**src/rtl/jedro_1_pkg.sv**
```systemverilog
// Shared types for the jedro_1 bus fabric.
package jedro_1_pkg;

  // Which core port issued a memory request.
  typedef enum logic {
    OWNER_INSTR = 1'b0,
    OWNER_DATA  = 1'b1
  } bus_owner_e;

endpackage

```
**src/rtl/jedro_1_owner_fifo.sv**
```systemverilog
// 1-bit ownership FIFO: remembers which port owns each outstanding request.
module jedro_1_owner_fifo #(
  parameter int DEPTH = 2
) (
  input  logic clk_i,
  input  logic rstn_i,
  input  logic push,
  input  logic pop,
  input  logic din,
  output logic dout,
  output logic full,
  output logic empty
);

  localparam int PW = (DEPTH > 1) ? $clog2(DEPTH) : 1;
  localparam int CW = $clog2(DEPTH) + 1;

  logic [DEPTH-1:0] mem;
  logic [PW-1:0]    wr_ptr, rd_ptr;
  logic [CW-1:0]    cnt;
  logic             do_push, do_pop;

  // Pointers wrap modulo DEPTH.
  function automatic logic [PW-1:0] ptr_inc(input logic [PW-1:0] p);
    return (p == PW'(DEPTH - 1)) ? '0 : p + 1'b1;
  endfunction

  assign full    = (cnt == CW'(DEPTH));
  assign empty   = (cnt == '0);
  assign do_push = push && !full;
  assign do_pop  = pop && !empty;
  assign dout    = mem[rd_ptr];

  // Pointer and occupancy bookkeeping; push+pop together leaves count alone.
  always_ff @(posedge clk_i or negedge rstn_i) begin
    if (!rstn_i) begin
      wr_ptr <= '0;
      rd_ptr <= '0;
      cnt    <= '0;
    end else begin
      if (do_push) wr_ptr <= ptr_inc(wr_ptr);
      if (do_pop)  rd_ptr <= ptr_inc(rd_ptr);
      if (do_push && !do_pop)      cnt <= cnt + 1'b1;
      else if (do_pop && !do_push) cnt <= cnt - 1'b1;
    end
  end

  // Storage; stale entries are never read because empty gates the output users.
  always_ff @(posedge clk_i) begin
    if (do_push) mem[wr_ptr] <= din;
  end

endmodule

```
**src/rtl/jedro_1_bus_arbiter.sv**
```systemverilog
// Round-robin arbiter: instr + data ports onto one in-order memory slave.
module jedro_1_bus_arbiter
  import jedro_1_pkg::*;
#(
  parameter int DATA_WIDTH      = 32,
  parameter int ADDR_WIDTH      = 32,
  parameter int MAX_OUTSTANDING = 2
) (
  input  logic                  clk_i,
  input  logic                  rstn_i,
  input  logic [ADDR_WIDTH-1:0] instr_req_addr_i,
  input  logic [DATA_WIDTH-1:0] instr_req_data_i,
  input  logic [3:0]            instr_req_strobe_i,
  input  logic                  instr_req_write_i,
  input  logic                  instr_req_valid_i,
  output logic                  instr_req_ready_o,
  output logic [DATA_WIDTH-1:0] instr_rsp_data_o,
  output logic                  instr_rsp_error_o,
  output logic                  instr_rsp_valid_o,
  input  logic                  instr_rsp_ready_i,
  input  logic [ADDR_WIDTH-1:0] data_req_addr_i,
  input  logic [DATA_WIDTH-1:0] data_req_data_i,
  input  logic [3:0]            data_req_strobe_i,
  input  logic                  data_req_write_i,
  input  logic                  data_req_valid_i,
  output logic                  data_req_ready_o,
  output logic [DATA_WIDTH-1:0] data_rsp_data_o,
  output logic                  data_rsp_error_o,
  output logic                  data_rsp_valid_o,
  input  logic                  data_rsp_ready_i,
  output logic [ADDR_WIDTH-1:0] mem_req_addr_o,
  output logic [DATA_WIDTH-1:0] mem_req_data_o,
  output logic [3:0]            mem_req_strobe_o,
  output logic                  mem_req_write_o,
  output logic                  mem_req_valid_o,
  input  logic                  mem_req_ready_i,
  input  logic [DATA_WIDTH-1:0] mem_rsp_data_i,
  input  logic                  mem_rsp_error_i,
  input  logic                  mem_rsp_valid_i,
  output logic                  mem_rsp_ready_o
);

  bus_owner_e grant, grant_q, last_grant, head;
  logic       lock;
  logic       gnt_valid, req_rdy, accept;
  logic       fifo_full, fifo_empty, fifo_dout, rsp_pop;

  // Grant: frozen while a presented request waits, else round-robin on ties.
  always_comb begin
    grant = (last_grant == OWNER_INSTR) ? OWNER_DATA : OWNER_INSTR;
    if (lock) begin
      grant = grant_q;
    end else if (instr_req_valid_i && !data_req_valid_i) begin
      grant = OWNER_INSTR;
    end else if (data_req_valid_i && !instr_req_valid_i) begin
      grant = OWNER_DATA;
    end
  end

  // Request mux; all handshake outputs held low while in reset.
  always_comb begin
    gnt_valid         = (grant == OWNER_INSTR) ? instr_req_valid_i : data_req_valid_i;
    req_rdy           = rstn_i && mem_req_ready_i && !fifo_full;
    mem_req_valid_o   = rstn_i && gnt_valid && !fifo_full;
    instr_req_ready_o = (grant == OWNER_INSTR) && req_rdy;
    data_req_ready_o  = (grant == OWNER_DATA) && req_rdy;
    mem_req_addr_o    = (grant == OWNER_INSTR) ? instr_req_addr_i   : data_req_addr_i;
    mem_req_data_o    = (grant == OWNER_INSTR) ? instr_req_data_i   : data_req_data_i;
    mem_req_strobe_o  = (grant == OWNER_INSTR) ? instr_req_strobe_i : data_req_strobe_i;
    mem_req_write_o   = (grant == OWNER_INSTR) ? instr_req_write_i  : data_req_write_i;
    accept            = mem_req_valid_o && mem_req_ready_i;
  end

  // Grant/lock state: lock holds a stalled downstream payload stable.
  always_ff @(posedge clk_i or negedge rstn_i) begin
    if (!rstn_i) begin
      lock       <= 1'b0;
      grant_q    <= OWNER_INSTR;
      last_grant <= OWNER_DATA;
    end else begin
      lock    <= mem_req_valid_o && !mem_req_ready_i;
      grant_q <= grant;
      if (accept) last_grant <= grant;
    end
  end

  jedro_1_owner_fifo #(
    .DEPTH (MAX_OUTSTANDING)
  ) u_owner_fifo (
    .clk_i  (clk_i),
    .rstn_i (rstn_i),
    .push   (accept),
    .pop    (rsp_pop),
    .din    (logic'(grant)),
    .dout   (fifo_dout),
    .full   (fifo_full),
    .empty  (fifo_empty)
  );

  // Response routing by the owner at the FIFO head; payload fans out to both.
  always_comb begin
    head              = bus_owner_e'(fifo_dout);
    instr_rsp_data_o  = mem_rsp_data_i;
    data_rsp_data_o   = mem_rsp_data_i;
    instr_rsp_error_o = mem_rsp_error_i;
    data_rsp_error_o  = mem_rsp_error_i;
    instr_rsp_valid_o = rstn_i && mem_rsp_valid_i && !fifo_empty && (head == OWNER_INSTR);
    data_rsp_valid_o  = rstn_i && mem_rsp_valid_i && !fifo_empty && (head == OWNER_DATA);
    mem_rsp_ready_o   = rstn_i && !fifo_empty &&
                        ((head == OWNER_INSTR) ? instr_rsp_ready_i : data_rsp_ready_i);
    rsp_pop           = mem_rsp_valid_i && mem_rsp_ready_o;
  end

  // A response with nothing outstanding means the slave broke protocol.
  a_no_orphan_rsp: assert property (@(posedge clk_i) disable iff (!rstn_i)
    !(mem_rsp_valid_i && fifo_empty));

endmodule

```
**config.mk**
```make
export PLATFORM = sky130hd
export DESIGN_NAME = jedro_1_bus_arbiter
export DESIGN_NICKNAME = d
export VERILOG_FILES = /design/src/rtl/jedro_1_pkg.sv /design/src/rtl/jedro_1_owner_fifo.sv /design/src/rtl/jedro_1_bus_arbiter.sv
export SDC_FILE = /design/constraint.sdc
export NUM_CORES = 1
export LEC_CHECK = 0
export CAP_MARGIN = 30
export CORE_AREA = 2 2 123 125
export CTS_CLUSTER_DIAMETER = 30
export DETAILED_ROUTE_END_ITERATION = 6
export DIE_AREA = 0 0 125 127
export GPL_TIMING_DRIVEN = 0
export PLACE_DENSITY = 0.6
export SETUP_SLACK_MARGIN = 0.4
export SYNTH_ARGS = -nofsm -noshare
export SYNTH_HDL_FRONTEND = slang
export SYNTH_SLANG_ARGS = --single-unit
```
**constraint.sdc**
```tcl
create_clock -name clk_i -period 2.45 [get_ports clk_i]
set_input_delay 0.245 -clock clk_i [delete_from_list [all_inputs] [get_ports clk_i]]
set_output_delay 0.245 -clock clk_i [all_outputs]
set_load 0.005 [all_outputs]
```
==> implementation parameters <==
Parameter                              Value

Setup path
  Class of the most critical setup path ... reg -> out
  FF-to-FF setup slack ... 0.62 ns
  Data required, critical path ... 2.20 ns
  Critical R2R Capture ... u_owner_fifo.cnt[1]
  Critical path fanouts, max ... 5
  Source of the worst register-to-register timing path ... u_owner_fifo.rd_ptr
  Depth of the most critical reg-to-reg path ... 7
  Termination of the worst setup path ... mem_req_addr_o[15]
  Kind of launch point of the worst setup path ... register
  Critical Path Start ... last_grant
  Critical path endpoint category ... output pin
  Data arrival time of the critical path ... 2.09 ns

Detailed routing
  Via/cell ratio ... roughly 3.6
  Starting DRT DRC Count ... 37
  Total number of vias ... ~2500
  Remaining antenna violation count after routing ... 0
  Residual DRC count ... 0
  Average wire per standard cell ... between 15 and 20 µm
  Final Routed Wirelength ... between 10000 and 15000 µm
  Number of search-and-repair iterations in the first detailed-routing pass ... 4

Die
  Io pins ... 320
  Area of the placeable core ... roughly 0.014 mm²
  DIE WIDTH ... 125 µm
  Vert. Die Dim ... about 130 µm
  DIE AREA ... between 0.015 and 0.02 mm²
  Number of placement rows ... 44
  Initial Util ... 0.149

Placement
  Placement-stage cell area ... 0.00524 mm²
  Count of buffers from port buffering ... ~290
  Detailed-placement wirelength estimate ... between 9000 and 10000 µm
  Routability congestion estimate from global placement ... roughly 0.79
  Number of placed instances with taps included ... about 660

STA
  Slew at the pin closest to its max-slew limit ... ~0.5 ns
  Final hold violations ... 0
  Final Critical Period ... around 2.3 ns
  Unrepaired setup endpoints after global routing ... true
  Count of final setup violators ... 0
  Final Skew ... between 0.001 and 0.0015 ns
  Final period util ... 0.952
  Slew Viols, Final ... 0
  Max_slew headroom ... 0.667
  F_max ... approximately 0.43 GHz

Synth
  Synthesis Warnings ... 0
  Avg Synthesized Cell Area ... 11.3 µm²
  Yosys top cell by area ... sky130_fd_sc_hd__mux2_4
  Top cells by area, synth ... sky130_fd_sc_hd__mux2_4, sky130_fd_sc_hd__buf_4, sky130_fd_sc_hd__dfrtp_1
  Unique cell type count in the Yosys netlist ... 31
  Cell area after synthesis ... between 0.002 and 0.0025 mm²
  Syn Nets ... 369
  Prevailing post-synth register cell ... sky130_fd_sc_hd__dfrtp_1
  Top cell type's share of synthesized area ... 0.463
  Synth Instances ... between 150 and 200
  Most numerous cell types in the synthesized netlist ... sky130_fd_sc_hd__buf_4, sky130_fd_sc_hd__mux2_4, sky130_fd_sc_hd__nor2_1, sky130_fd_sc_hd__buf_12, sky130_fd_sc_hd__dfrtp_1
  Part of the Yosys area used for sequential elements ... 0.110
  Post-synth ARST share ... 0.778
  Number of flops mapped to enable cells by yosys ... 2
  Flip-flop and latch count after synthesis ... 9

Global route
  Wire length of the first global-routing pass ... about 15000 µm
  Number of global-route vias before repair ... approximately 2500
  Total GRT Usage ... 0.115
  Maximum number of pins on one net before global-route repair ... 15
  Global route total overflow ... 0
  Number of antenna violations at the first check in global routing ... 0

Power
  Peak supply drop ... between 300 and 400 µV
  Relative contribution of sequential cells to total power ... 0.083
  Portion of total power attributed to the clock network ... 0.090
  Gate power share ... 0.828
  Switching power total ... a little under 1000 µW
  Internal Pwr Total ... between 2000 and 2500 µW
  Leakage power ... around 0.0026 µW
  Cell Pwr Density ... between 500 and 600 mW/mm²
  Switching portion of total power ... 0.299

Hold path
  Hold Path Class ... in -> async

Clock tree
  Clock latency on the worst-skew pair ... between 0.2 and 0.25 ns
  Register clock-pin slew on the reported worst setup and hold paths ... 0.04 ns
  Clock sink count ... 9
  Clock tree root driver cell ... sky130_fd_sc_hd__clkbuf_16
  CTS tree ... built
  Maximum count of clock buffers along a single path ... 2
  Number of buffers created by CTS ... 3
  Clock H-tree levels ... 1

Layout
  Final non-filler cell area ... roughly 0.0056 mm²
  Share of cells above drive strength 1 ... 0.471
  Number of fill cells in the layout ... 1429
  Multi-input gate area ... 0.00127 mm²
  Non-Filler Instances ... between 600 and 700
  Synth-to-layout area growth ... 160%
  Layout Nets ... 680
  Sequential Area ... around 240 µm²
  Diode insertion count for antenna repair ... 0

Status
  Status ... completed

Job
  Max-cap violation count ... 0
timing repair:
action,4_1_cts,5_1_grt
hold buffers,0,0
resized for setup,147,109
setup endpoints to repair,76,71
gates cloned,0,8
setup buffers,1,11
endpoints found under the hold margin,0,0
pin swaps,0,3
state kept, by name, summed over array words and instances, names as in the netlist:
| signal | flops |
|---|---|
| lock | 1 |
| u_owner_fifo.rd_ptr | 1 |
| u_owner_fifo.mem | 2 |
| grant_q | 1 |
| u_owner_fifo.wr_ptr | 1 |
| u_owner_fifo.cnt | 2 |
| last_grant | 1 |
power by group through the flow:
stage	logic, µW	registers, µW	clock network, µW
floorplan	1210	258	0
global placement	2310	266	0
finish	2690	268	291
CTS	2380	269	298
detailed placement	2320	269	0
global route	2830	277	308
worst max-delay path, stage by stage, from the launching register on:
cell and delay (ns):
sky130_fd_sc_hd__dfstp_2 0.54, sky130_fd_sc_hd__a21oi_2 0.05, sky130_fd_sc_hd__o31a_1 0.37, sky130_fd_sc_hd__clkbuf_16 0.19, sky130_fd_sc_hd__buf_12 0.12, sky130_fd_sc_hd__buf_12 0.13, sky130_fd_sc_hd__mux2_4 0.32, sky130_fd_sc_hd__buf_6 0.13
cell usage in the layout (no fill, tap or decap), types with 6 or more instances in the layout:
master / instances
sky130_fd_sc_hd__clkdlybuf4s50_1: 212
sky130_fd_sc_hd__buf_4: 70
sky130_fd_sc_hd__mux2_4: 67
sky130_fd_sc_hd__buf_6: 38
sky130_fd_sc_hd__clkbuf_2: 30
sky130_fd_sc_hd__clkbuf_16: 11
sky130_fd_sc_hd__buf_12: 9
sky130_fd_sc_hd__dlymetal6s2s_1: 8
sky130_fd_sc_hd__nor2_1: 6
sky130_fd_sc_hd__dfrtp_1: 6
through the flow:
stage               hold slack [ns]  power [µW]  setup WS, ns  utilization  setup TNS [ns]
global placement              0.474        2570        -0.142        0.363           -5.12
global route                  0.115        3410        0.0486        0.386               0
CTS                          0.0836        2940       -0.0342        0.371          -0.292
finish                       0.0808        3240         0.118        0.386               0
floorplan                   -0.0506        1470         0.755            -               0
detailed placement            0.478        2590        -0.151        0.363           -5.87
cell families (layout without fill, tap and decap cells):
kind of cell,count (synthesis),count (layout),synth area share
AOI/OAI and AO/OA,7,7,0.0222
xor gates and xnor gates,5,5,0.0204
adders and majority gates,1,1,0.00584
buffers and inverters,75,385,0.301
DFF,9,9,0.110
muxes,71,71,0.488
and+or+nand+nor,21,21,0.0520
worst min path at each step:
stage                              from                  end  slack, ns
finish                           rstn_i                 lock       0.08
global route                     rstn_i  u_owner_fifo.wr_ptr       0.12
CTS                              rstn_i                 lock       0.08
detailed placement  u_owner_fifo.wr_ptr  u_owner_fifo.wr_ptr       0.48
global placement    u_owner_fifo.wr_ptr  u_owner_fifo.wr_ptr       0.47
floorplan                        rstn_i              grant_q      -0.05
layout make-up:
| class | count | area share |
|---|---|---|
| inverter | 1 | 0.000674 |
| buffer | 74 | 0.118 |
| clock buffer | 4 | 0.0142 |
| multi-input combinational | 105 | 0.228 |
| tap | 184 | 0.0413 |
| timing repair buffer | 306 | 0.556 |
| sequential | 9 | 0.0425 |
layer usage:
layer	track usage	part of all wire	up-vias	routed length (µm)
met5	0	0	-	0
met4	0.0157	0.0065	0	70
met3	0.0209	0.065	7	696
met2	0.224	0.55	130	5920
met1	0.133	0.38	1121	4100
li1	-	-	1211	-
Note: power is estimated with default switching activity, not from simulation.
